**config.mk**
```make
export PLATFORM = sky130hd
export DESIGN_NAME = cpu_control_fsm
export DESIGN_NICKNAME = d
export VERILOG_FILES = /design/src/rtl/cpu_control_fsm.sv
export SDC_FILE = /design/constraint.sdc
export NUM_CORES = 1
export LEC_CHECK = 0
export CAP_MARGIN = 20
export CELL_PAD_IN_SITES_DETAIL_PLACEMENT = 0
export CELL_PAD_IN_SITES_GLOBAL_PLACEMENT = 2
export CORE_MARGIN = 5
export CORE_UTILIZATION = 22
export DETAILED_ROUTE_END_ITERATION = 8
export PLACE_DENSITY = 0.74
export SYNTH_ARGS = -nofsm -noshare
export SYNTH_HDL_FRONTEND = slang
export SYNTH_SLANG_ARGS = --single-unit
```
**constraint.sdc**
```tcl
create_clock -name clk -period 1.6 [get_ports clk]
set_clock_uncertainty 0.1 [all_clocks]
set_input_delay 0.24 -clock clk [delete_from_list [all_inputs] [get_ports clk]]
set_output_delay 0.24 -clock clk [all_outputs]
set_load 0.01 [all_outputs]
```
**src/rtl/cpu_control_fsm.sv**
```systemverilog
// Multi-cycle control FSM for a MIPS-style CPU: sequences fetch, execute, memory
// and multiply/divide stalls, and decodes the datapath control strobes.
module cpu_control_fsm #(
  parameter int unsigned MULTDIV_CYCLES = 34,
  parameter int unsigned LANES          = 4
) (
  input  logic             clk,
  input  logic             reset,
  input  logic             waitrequest_i,
  input  logic [5:0]       opcode_i,
  input  logic [5:0]       function_i,
  input  logic [1:0]       addr_lo_i,
  input  logic             branch_taken_i,
  input  logic             pc_next_zero_i,
  output logic [2:0]       state_o,
  output logic             active_o,
  output logic             pc_write_en_o,
  output logic             ir_write_en_o,
  output logic             ram_read_en_o,
  output logic             ram_write_en_o,
  output logic             ram_addr_sel_o,
  output logic             src_b_sel_o,
  output logic             regfile_write_en_o,
  output logic             hilo_write_en_o,
  output logic             multdiv_start_o,
  output logic [LANES-1:0] ram_byte_en_o,
  output logic [1:0]       pc_sel_o,
  output logic [1:0]       regfile_addr_3_sel_o
);

  typedef enum logic [2:0] {
    StFetch = 3'd0,
    StExec1 = 3'd1,
    StExec2 = 3'd2,
    StStall = 3'd3,
    StHalt  = 3'd4
  } state_e;

  localparam logic [5:0] OpSpecial = 6'h00, OpJ    = 6'h02, OpJal  = 6'h03, OpBeq  = 6'h04;
  localparam logic [5:0] OpBne     = 6'h05, OpBlez = 6'h06, OpBgtz = 6'h07, OpAddi = 6'h08;
  localparam logic [5:0] OpAddiu   = 6'h09, OpSlti = 6'h0a, OpSltiu = 6'h0b, OpAndi = 6'h0c;
  localparam logic [5:0] OpOri     = 6'h0d, OpXori = 6'h0e, OpLui  = 6'h0f, OpLb   = 6'h20;
  localparam logic [5:0] OpLh      = 6'h21, OpLw   = 6'h23, OpLbu  = 6'h24, OpLhu  = 6'h25;
  localparam logic [5:0] OpSb      = 6'h28, OpSh   = 6'h29, OpSw   = 6'h2b;

  localparam logic [5:0] FnSll  = 6'h00, FnSrl  = 6'h02, FnSra  = 6'h03, FnSllv = 6'h04;
  localparam logic [5:0] FnSrlv = 6'h06, FnSrav = 6'h07, FnJr   = 6'h08, FnJalr = 6'h09;
  localparam logic [5:0] FnMfhi = 6'h10, FnMthi = 6'h11, FnMflo = 6'h12, FnMtlo = 6'h13;
  localparam logic [5:0] FnMult = 6'h18, FnMultu = 6'h19, FnDiv = 6'h1a, FnDivu = 6'h1b;
  localparam logic [5:0] FnAdd  = 6'h20, FnAddu = 6'h21, FnSub  = 6'h22, FnSubu = 6'h23;
  localparam logic [5:0] FnAnd  = 6'h24, FnOr   = 6'h25, FnXor  = 6'h26, FnNor  = 6'h27;
  localparam logic [5:0] FnSlt  = 6'h2a, FnSltu = 6'h2b;

  localparam logic [7:0] CountInit = 8'(MULTDIV_CYCLES - 1);

  state_e     state_q, state_d;
  logic       ir_loaded_q, ir_loaded_d;
  logic [7:0] count_q, count_d;

  logic is_load, is_store, is_alu_imm, is_alu_r, is_mfhl, is_mthl, is_multdiv;
  logic is_j, is_jal, is_jr, is_jalr, is_branch, size_word, size_half;
  logic exit_cycle;
  logic [LANES-1:0] mem_be;

  // Instruction class decode from the IR fields.
  always_comb begin
    is_load    = 1'b0;
    is_store   = 1'b0;
    is_alu_imm = 1'b0;
    is_alu_r   = 1'b0;
    is_mfhl    = 1'b0;
    is_mthl    = 1'b0;
    is_multdiv = 1'b0;
    is_j       = 1'b0;
    is_jal     = 1'b0;
    is_jr      = 1'b0;
    is_jalr    = 1'b0;
    is_branch  = 1'b0;
    size_word  = 1'b0;
    size_half  = 1'b0;
    case (opcode_i)
      OpSpecial: begin
        case (function_i)
          FnJr:                                 is_jr      = 1'b1;
          FnJalr:                               is_jalr    = 1'b1;
          FnMfhi, FnMflo:                       is_mfhl    = 1'b1;
          FnMthi, FnMtlo:                       is_mthl    = 1'b1;
          FnMult, FnMultu, FnDiv, FnDivu:       is_multdiv = 1'b1;
          FnSll, FnSrl, FnSra, FnSllv, FnSrlv, FnSrav,
          FnAdd, FnAddu, FnSub, FnSubu, FnAnd, FnOr,
          FnXor, FnNor, FnSlt, FnSltu:          is_alu_r   = 1'b1;
          default: ;
        endcase
      end
      OpJ:                                      is_j       = 1'b1;
      OpJal:                                    is_jal     = 1'b1;
      OpBeq, OpBne, OpBlez, OpBgtz:             is_branch  = 1'b1;
      OpAddi, OpAddiu, OpSlti, OpSltiu,
      OpAndi, OpOri, OpXori, OpLui:             is_alu_imm = 1'b1;
      OpLb, OpLbu:                              is_load    = 1'b1;
      OpLh, OpLhu: begin
        is_load   = 1'b1;
        size_half = 1'b1;
      end
      OpLw: begin
        is_load   = 1'b1;
        size_word = 1'b1;
      end
      OpSb:                                     is_store   = 1'b1;
      OpSh: begin
        is_store  = 1'b1;
        size_half = 1'b1;
      end
      OpSw: begin
        is_store  = 1'b1;
        size_word = 1'b1;
      end
      default: ;
    endcase
  end

  always_comb begin
    if (size_word) begin
      mem_be = LANES'(4'b1111);
    end else if (size_half) begin
      mem_be = addr_lo_i[1] ? LANES'(4'b1100) : LANES'(4'b0011);
    end else begin
      mem_be = LANES'(4'b0001 << addr_lo_i);
    end
  end

  always_comb begin
    state_d              = state_q;
    count_d              = count_q;
    ir_loaded_d          = ir_loaded_q;
    exit_cycle           = 1'b0;
    state_o              = 3'(state_q);
    active_o             = (state_q != StHalt);
    pc_write_en_o        = 1'b0;
    ir_write_en_o        = 1'b0;
    ram_read_en_o        = 1'b0;
    ram_write_en_o       = 1'b0;
    ram_addr_sel_o       = 1'b0;
    src_b_sel_o          = 1'b0;
    regfile_write_en_o   = 1'b0;
    hilo_write_en_o      = 1'b0;
    multdiv_start_o      = 1'b0;
    ram_byte_en_o        = '0;
    pc_sel_o             = 2'd0;
    regfile_addr_3_sel_o = 2'd0;

    case (state_q)
      StFetch: begin
        ram_read_en_o = 1'b1;
        ram_byte_en_o = LANES'(4'b1111);
        if (!waitrequest_i) state_d = StExec1;
      end
      StExec1: begin
        ir_write_en_o = !ir_loaded_q;
        ir_loaded_d   = 1'b1;
        if (is_load) begin
          ram_read_en_o  = 1'b1;
          ram_addr_sel_o = 1'b1;
          src_b_sel_o    = 1'b1;
          ram_byte_en_o  = mem_be;
        end
        if (!is_load || !waitrequest_i) begin
          state_d     = StExec2;
          ir_loaded_d = 1'b0;
        end
      end
      StExec2: begin
        if (is_store) begin
          ram_write_en_o = 1'b1;
          ram_addr_sel_o = 1'b1;
          src_b_sel_o    = 1'b1;
          ram_byte_en_o  = mem_be;
          exit_cycle     = !waitrequest_i;
        end else if (is_multdiv) begin
          multdiv_start_o = 1'b1;
          count_d         = CountInit;
          state_d         = StStall;
        end else begin
          exit_cycle = 1'b1;
        end
        if (exit_cycle) begin
          pc_write_en_o      = 1'b1;
          hilo_write_en_o    = is_mthl;
          regfile_write_en_o = is_load | is_alu_imm | is_alu_r | is_mfhl | is_jal | is_jalr;
          if (is_jal) begin
            regfile_addr_3_sel_o = 2'd2;
          end else if (is_alu_r || is_mfhl || is_jalr) begin
            regfile_addr_3_sel_o = 2'd1;
          end
          if (is_branch && branch_taken_i) begin
            pc_sel_o = 2'd1;
          end else if (is_j || is_jal) begin
            pc_sel_o = 2'd2;
          end else if (is_jr || is_jalr) begin
            pc_sel_o = 2'd3;
          end
        end
      end
      StStall: begin
        if (count_q == 8'd0) begin
          hilo_write_en_o = 1'b1;
          pc_write_en_o   = 1'b1;
        end else begin
          count_d = count_q - 8'd1;
        end
      end
      StHalt: ;
      default: state_d = StFetch;
    endcase

    // Jumping to address zero means the program has returned: stop.
    if (pc_write_en_o) state_d = pc_next_zero_i ? StHalt : StFetch;

    if (reset) begin
      state_o              = 3'd0;
      active_o             = 1'b1;
      pc_write_en_o        = 1'b0;
      ir_write_en_o        = 1'b0;
      ram_read_en_o        = 1'b0;
      ram_write_en_o       = 1'b0;
      ram_addr_sel_o       = 1'b0;
      src_b_sel_o          = 1'b0;
      regfile_write_en_o   = 1'b0;
      hilo_write_en_o      = 1'b0;
      multdiv_start_o      = 1'b0;
      ram_byte_en_o        = '0;
      pc_sel_o             = 2'd0;
      regfile_addr_3_sel_o = 2'd0;
    end
  end

  always_ff @(posedge clk) begin
    if (reset) begin
      state_q     <= StFetch;
      count_q     <= 8'd0;
      ir_loaded_q <= 1'b0;
    end else begin
      state_q     <= state_d;
      count_q     <= count_d;
      ir_loaded_q <= ir_loaded_d;
    end
  end

endmodule

```
# After elaboration in Yosys (flattened, before gate mapping)
# Cells that the tools add are included.
[totals]
ff_bits = 12
in_bits = 19
output_inout_bits = 21
wordCells = 176
[op_classes]
n_addsub = 1
eq_ne = 60
n_shift = 1
n_mux = 79
n_bitwise = 5
reduce_logical = 27
[op_table]
columns = ["op", "n"]
rows = [
  ["6-bit == test (second input constant)", 18],
  ["6-bit by 4-bit == test with 1-bit output (second input constant)", 10],
  ["6-bit by 5-bit == test with 1-bit output (second input constant)", 8],
  ["1-bit two-way mux", 46],
  ["6-bit by 3-bit == test with 1-bit output (second input constant)", 7],
  ["6-bit by 2-bit == test with 1-bit output (second input constant)", 4],
  ["4-bit two-way mux", 6],
  ["8-bit two-way mux", 3],
  ["3-bit two-way mux", 7],
  ["2-bit two-way mux", 10],
  ["8-bit case mux with 2 select lines", 1],
  ["16-bit OR reduction", 1],
  ["3-bit != test (second input constant)", 5],
  ["6-bit zero test", 2],
  ["3-bit case mux with 4 select lines", 1],
  ["4-bit case mux with 3 select lines", 1],
  ["8-bit zero test", 1],
  ["1-bit case mux with 2 select lines", 4],
  ["2-bit OR reduction", 4],
  ["4-bit OR reduction", 2],
  ["8-bit OR reduction", 1],
  ["8-bit by 1-bit subtractor with 8-bit output (second input constant)", 1],
  ["3-bit by 2-bit == test with 1-bit output (second input constant)", 2],
  ["2-bit != test (second input constant)", 3],
  ["14 further kinds", 25],
]

# Depth between registers and ports, before layout
# Gate-level depths: netlist of run 1.
[logic_depth]
depth_word = 11
depth_mapped = 6
depth_no_buf = 6

# Worst setup path before layout of run 1
# OpenSTA, ideal clock, no wires.
[synth_path]
path_kind = "register to output"
startpoint = "register state_q[2]"
endpoint = "output pc_sel_o[1]"
arrival_time_ps = 1510
required_time_ps = 1260
path_slack_ps = -250
path_stages_with_launch = 6
n_path_buf = 1
path_cell_list = "dfxtp_1 clkbuf_1 nand2b_1 a311oi_2 nand3b_1 nor3_1"
[synth_via]
elab_chain_len = 3
[synth_lines]
columns = ["item", "line", "text"]
rows = [
  ["start, declared", "56", "state_e state_q, state_d;"],
  ["start signal, assigned", "239", "state_q <= StFetch;"],
  ["start signal, assigned", "243", "state_q <= state_d;"],
  ["3-bit by 2-bit == test with 1-bit output", "152", "case (state_q)"],
  ["2-bit two-way mux", "152", ""],
  ["2-bit two-way mux", "219", "if (reset) begin"],
  ["end, declared", "27", "output logic [1:0] pc_sel_o,"],
]
# No other way between the ends.

# Worst setup path after layout of run 1
[layout_path]
startpoint = "register count_q[1]"
endpoint = "output pc_write_en_o"
[layout_via]
elab_chain_len = 4
[layout_lines]
columns = ["item", "line", "text"]
rows = [
  ["start, declared", "58", "logic [7:0] count_q, count_d;"],
  ["start signal, assigned", "244", "count_q <= count_d;"],
  ["8-bit zero test", "205", "if (count_q == 8'd0) begin"],
  ["1-bit two-way mux", "205", ""],
  ["1-bit case mux with 2 select lines", "152", ""],
  ["1-bit two-way mux", "219", ""],
  ["end, declared", "17", "output logic pc_write_en_o,"],
]
# No other way between the ends.

==> results of run 1 <==
==> path summary, 6_finish.rpt <==
kind	to	depth (start not counted)	slack (ns)
max	pc_write_en_o	7	-0.35
min	ir_loaded_q	2	0.40
max reg2reg	count_q[5]	6	-0.27
min reg2reg	ir_loaded_q	2	0.40
==> through the flow <==
step	setup WS (ns)	util [%]	TNS (ns)	hold slack, ns
2_1_floorplan	-0.0608	-	-0.171	0.286
3_3_place_gp	-1.11	41.2	-24.84	0.349
3_5_place_dp	-1.09	41.2	-24.84	0.360
4_1_cts	-0.334	47.4	-4.73	0.371
5_1_grt	-0.402	50.4	-6.01	0.439
6_report	-0.351	50.4	-4.29	0.401
==> power by group through the flow <==
stage | combinational [mW] | clock [mW] | sequential (mW)
after floorplan | 0.183 | 0 | 0.320
after global placement | 0.416 | 0 | 0.329
after detailed placement | 0.421 | 0 | 0.330
after CTS | 0.461 | 0.282 | 0.326
after global routing | 0.540 | 0.303 | 0.329
final | 0.502 | 0.278 | 0.327
==> cell families (layout without fill, tap and decap cells) <==
group / count (synthesis) / after routing / synth area share (%)
simple gates: 67 / 67 / 36.1
mux: 4 / 4 / 3.55
buf+inv: 21 / 133 / 7.31
compound gates: 47 / 47 / 30.2
flops: 12 / 12 / 20.6
fa+ha+maj: 2 / 2 / 2.15
==> sequential cells by signal, summed over array words and instances, names as in the netlist <==
signal and count:
count_q 8, state_q 3, ir_loaded_q 1
==> per-layer routing <==
metal  GRT usage (%)  up-vias
met5               0        -
met4            3.59        0
met3            3.58        8
met2            26.3       29
met1            15.0      753
li1                -      807
==> worst max-delay path, delay by kind of cell (launching register included) <==
| kind | cells | cell delay, ns |
|---|---|---|
| compound gates | 1 | 0.05 |
| flops | 1 | 0.32 |
| fa+ha+maj | 1 | 0.13 |
| buf+inv | 2 | 0.24 |
| simple gates | 3 | 0.62 |
==> cell type report <==
type | count | area, µm² | share of cell area, %
inverter | 14 | 52.6 | 2.04
timing repair buffer | 116 | 966 | 37.5
tap | 70 | 87.6 | 3.40
multi-input combinational | 120 | 1170 | 45.6
clock buffer | 3 | 41.3 | 1.60
sequential | 12 | 254 | 9.87
==> cells in the final DEF, fill, tap and decap left out, types with 4 or more instances in the layout <==
cell type	synthesis	routed
buf_4	1	62
buf_6	0	20
buf_2	2	15
a21oi_1	15	12
inv_1	13	10
nor2_1	9	8
nand2_1	9	8
dfxtp_1	12	7
clkdlybuf4s50_1	0	7
nand3b_1	5	5
dlygate4sd2_1	0	5
inv_2	1	4
nor2b_1	5	4
nand2b_1	5	4
o21ai_1	1	4
==> repair_timing <==
item	CTS	global route
resized for setup	172	31
setup buffers	16	7
pin swaps	30	21
hold buffers	0	0
setup endpoints to repair	33	29
==> flow_metrics.py, run 1 <==
metrics = {
    "outcome": {
        "status": "finished with violations",
        "violations": "negative setup slack",
    },
    "yosys": {
        "synth_area_leaders": "dfxtp_1, a21oi_1, inv_1",
        "synth-seq-area-share_pct": 20.6,
        "synthTopCellsByCount": "a21oi_1, inv_1, dfxtp_1, nand2_1, nor2_1",
        "ys_types": 49,
        "synth_top_cell_area_share_pct": 20.6,
        "synthFlopType": "dfxtp_1",
        "synth.most_common_cell": "a21oi_1",
        "async_flop_share_pct": 0,
        "ys_ff_latch": 12,
        "synth_edf_count": 0,
        "syn_area_um2": 1160,
        "yosys_warnings": 0,
        "syn_inst": 153,
        "synth_fp_nets": 174,
        "synth_top_area_cell": "dfxtp_1",
        "syn_area_per_cell_um2": 7.61,
    },
    "die": {
        "start_util_pct": 22.8,
        "die_h_um": 82.7,
        "ios": 40,
        "die_x_um": 82.7,
        "rows": 26,
        "core-area_um2": 5110,
        "die_area_um2": 6840,
    },
    "timing": {
        "grt_setup_unrepaired": "yes",
        "max_freq_mhz": 512,
        "min_period_ns": 1.95,
        "post-route-period-util_pct": 122,
        "timing.final.hold_violations": 0,
        "setup_ws_ns": -0.351,
        "relSlewSlack_pct": 79.7,
        "finalSetupViolCount": 20,
        "tightest_slew_ns": 0.301,
        "slew_violations": 0,
    },
    "cells_and_area": {
        "layout-drive-gt1-share_pct": 61.1,
        "finalNetCount": 288,
        "final_cells": 335,
        "final_design_area_no_fill_um2": 2570,
        "fill_cells": 511,
        "diodes": 0,
        "areaGrowthSynthToFinish_pct": 121,
    },
    "power": {
        "seq_power_share_pct": 29.5,
        "power_mw": 1.11,
        "p_comb_share_pct": 45.3,
        "p_leak_nw": 1.09,
        "power.share.switching_pct": 32.0,
        "irDropWorstVdd_mv": 0.281,
        "cellInternalPower_uw": 753,
        "p_clk_share_pct": 25.1,
        "power.density_nw_per_um2": 430,
        "p_sw_uw": 354,
    },
    "setup_path": {
        "crit_chain": "inv_2 -> ha_4 -> nor4b_4 -> and3b_2 -> a21oi_2 -> nor2_1 -> buf_2",
        "crit_path_max_incr_delay_ns": 0.32,
        "arrival_ns": 1.61,
        "required_ns": 1.26,
        "crit_start": "count_q[1]",
        "timing.rr.start": "count_q[0]",
        "slowest_stage": "dfxtp_2",
        "cp-start-kind": "register",
        "cp-end-kind": "output pin",
        "criticalPathCategory": "register to output pin",
        "worstPathMaxFanout": 3,
    },
    "clock_tree": {
        "cts_root_buf": "clkbuf_8",
        "clk_path_buf_depth": 2,
        "clock_sinks": 12,
        "cts_max_level": 1,
        "tritoncts": "built",
        "clk_pin_slew_ns": 0.05,
        "cts_buffers": 3,
        "clk_latency_ns": 0.24,
    },
    "route": {
        "via_per_inst": 4.77,
        "dr.pass1.iters": 4,
        "drc": 0,
        "drt_iter0_markers": 65,
        "ant_nets": 0,
        "drt_wl_total_um": 4550,
        "met1_length_um": 1780,
        "met3_length_um": 195,
        "wl_met2_um": 2510,
        "wl_per_cell_um": 13.6,
        "via_count": 1597,
        "top_layer": "met4",
    },
    "global_route": {
        "grt_use_total_pct": 13.8,
        "grt_pass1_vias": 1729,
        "grt_pass1_wl_um": 7530,
        "grt_antenna_before_repair": 0,
        "grt_max_degree": 15,
        "grt_overflow_total": 0,
    },
    "place": {
        "dp.cells": 313,
        "place_area_um2": 2110,
        "place.gp.congestion": 0.802,
        "hpwl_um": 3350,
        "io_buffers": 39,
    },
    "job": {
        "maxCapViolCount": 0,
    },
    "hold_path": {
        "min_from": "ir_loaded_q",
        "min_path_type": "register to register",
    },
}
Power figures use the tool's default switching activity.
==> run 2: changes to the inputs <==
- SLEW_MARGIN: unset -> 25
==> results of run 2 <==
The final DEF is identical to that of run 1; final timing and power are the same.
==> run 3: changes to the inputs <==
- RECOVER_POWER: unset -> 25
==> run 3 against run 2 <==
  * The flow still finishes with violations (negative setup slack)
  * Setup slack did not move
  * Combinational power about the same
  * Sequential cell count did not move
  * Global-route usage did not move
  * Die area stayed put
  * Critical path depth is the same
==> flow_metrics.py, run 3 (synthesis results as in run 1) <==
metrics = {
    "clock_tree": {
        "clk_latency_ns": 0.24,
        "clk_pin_slew_ns": 0.05,
        "cts_root_buf": "clkbuf_8",
        "clk_path_buf_depth": 2,
        "tritoncts": "built",
        "cts_max_level": 1,
        "clock_sinks": 12,
        "cts_hold_buffers": 0,
        "cts_buffers": 3,
    },
    "power": {
        "p_leak_nw": 1.09,
        "power_mw": 1.11,
        "irDropWorstVdd_mv": 0.281,
        "power.density_nw_per_um2": 430,
    },
    "timing": {
        "finalSetupTns_ns": -4.29,
        "slew_violations": 0,
        "tightest_slew_ns": 0.301,
        "post-route-period-util_pct": 122,
        "setup_ws_ns": -0.351,
        "relSlewSlack_pct": 79.7,
        "finalSetupViolCount": 20,
        "max_freq_mhz": 512,
        "grt_setup_unrepaired": "yes",
        "timing.final.hold_violations": 0,
        "min_period_ns": 1.95,
    },
    "die": {
        "ios": 40,
        "die_x_um": 82.7,
        "start_util_pct": 22.8,
        "die_area_um2": 6840,
        "rows": 26,
        "core-area_um2": 5110,
        "die_h_um": 82.7,
    },
    "route": {
        "via_count": 1597,
        "drt_wl_total_um": 4550,
        "drt_iter0_markers": 65,
        "via_per_inst": 4.77,
        "ant_nets": 0,
        "drc": 0,
        "wl_per_cell_um": 13.6,
        "dr.pass1.iters": 4,
    },
    "hold_path": {
        "min_from": "ir_loaded_q",
        "min_path_type": "register to register",
        "hold_path_depth": 2,
        "min_to": "ir_loaded_q",
    },
    "setup_path": {
        "crit_start": "count_q[1]",
        "criticalPathCategory": "register to output pin",
        "r2r-end": "count_q[5]",
        "cp-end-kind": "output pin",
        "r2r_setup_slack_ns": -0.27,
        "timing.rr.start": "count_q[0]",
        "rr_worst_depth": 6,
        "arrival_ns": 1.61,
        "cp-start-kind": "register",
        "required_ns": 1.26,
        "worstPathMaxFanout": 3,
    },
    "cells_and_area": {
        "layout-drive-gt1-share_pct": 61.1,
        "largest_register_ff_count": 8,
        "final_common_cell": "buf_4",
        "finalNetCount": 288,
        "mostFrequentLayoutCells": "buf_4, buf_6, buf_2, a21oi_1, inv_1",
        "utilization_pct": 50.4,
        "reg_top3": "count_q: 8 flops, state_q: 3 flops, ir_loaded_q: 1 flops",
        "final_design_area_no_fill_um2": 2570,
        "areaGrowthSynthToFinish_pct": 121,
        "regMostFlops": "count_q",
        "diodes": 0,
    },
    "place": {
        "pre_cts_slack_ns": -1.09,
        "place_area_um2": 2110,
        "hpwl_um": 3350,
        "io_buffers": 39,
        "place.gp.congestion": 0.802,
    },
    "global_route": {
        "grt_pass1_wl_um": 7530,
        "grt_overflow_total": 0,
        "grt_max_degree": 15,
        "grt_pass1_vias": 1729,
        "grt_antenna_before_repair": 0,
        "grt_use_total_pct": 13.8,
    },
    "outcome": {
        "status": "finished with violations",
        "violations": "negative setup slack",
    },
    "job": {
        "maxCapViolCount": 0,
    },
}
-- run 3: timing repair --
item                       CTS  global route
pin swaps                   30            21
resized for setup          172            31
buffers inserted            16             7
setup endpoints to repair   33            29
-- run 3: area by class of cell --
cell class              count  area (µm²)
clock buffers               3        41.3
fillers                   511        2530
inverters                  14        52.6
multi-input cells         120        1170
flip-flops and latches     12         254
well taps                  70        87.6
repair buffers            116         966
-- run 3: how the worst max path moves through the flow --
stage                                    endpoint  slack [ns]  cells after the start
final                               pc_write_en_o       -0.35                      7
after global routing                  pc_sel_o[1]       -0.40                      6
after CTS                      regfile_write_en_o       -0.33                      6
after detailed placement  regfile_addr_3_sel_o[0]       -1.09                      7
after global placement         regfile_write_en_o       -1.11                      7
after floorplan                       pc_sel_o[1]       -0.06                      5
-- run 3: worst max-delay path, stage by stage (launching register included) --
cell     delay, ns
dfxtp_2       0.32
inv_2         0.08
ha_4          0.13
nor4b_4       0.22
and3b_2       0.26
a21oi_2       0.05
nor2_1        0.14
buf_2         0.16
-- run 3: power breakdown --
part / internal [mW] / total (mW) / switching, mW
Combinational: 0.278 / 0.501 / 0.223
Sequential: 0.309 / 0.327 / 0.0186
Clock: 0.166 / 0.278 / 0.112
-- run 3: metrics by stage --
stage / cells / hold slack (ns)
after detailed placement: 313 / 0.360
after CTS: 332 / 0.371
after global placement: 313 / 0.349
after global routing: 335 / 0.439
final: 335 / 0.401
after floorplan: 153 / 0.286
-- run 3: per-layer routing --
metal  up-vias  global-route usage (%)  wire [µm]
met5         -                       0          0
met4         0                    3.59         54
met3         8                    3.58        195
met2        29                    26.3       2510
met1       753                    15.0       1790
li1        807                       -          -
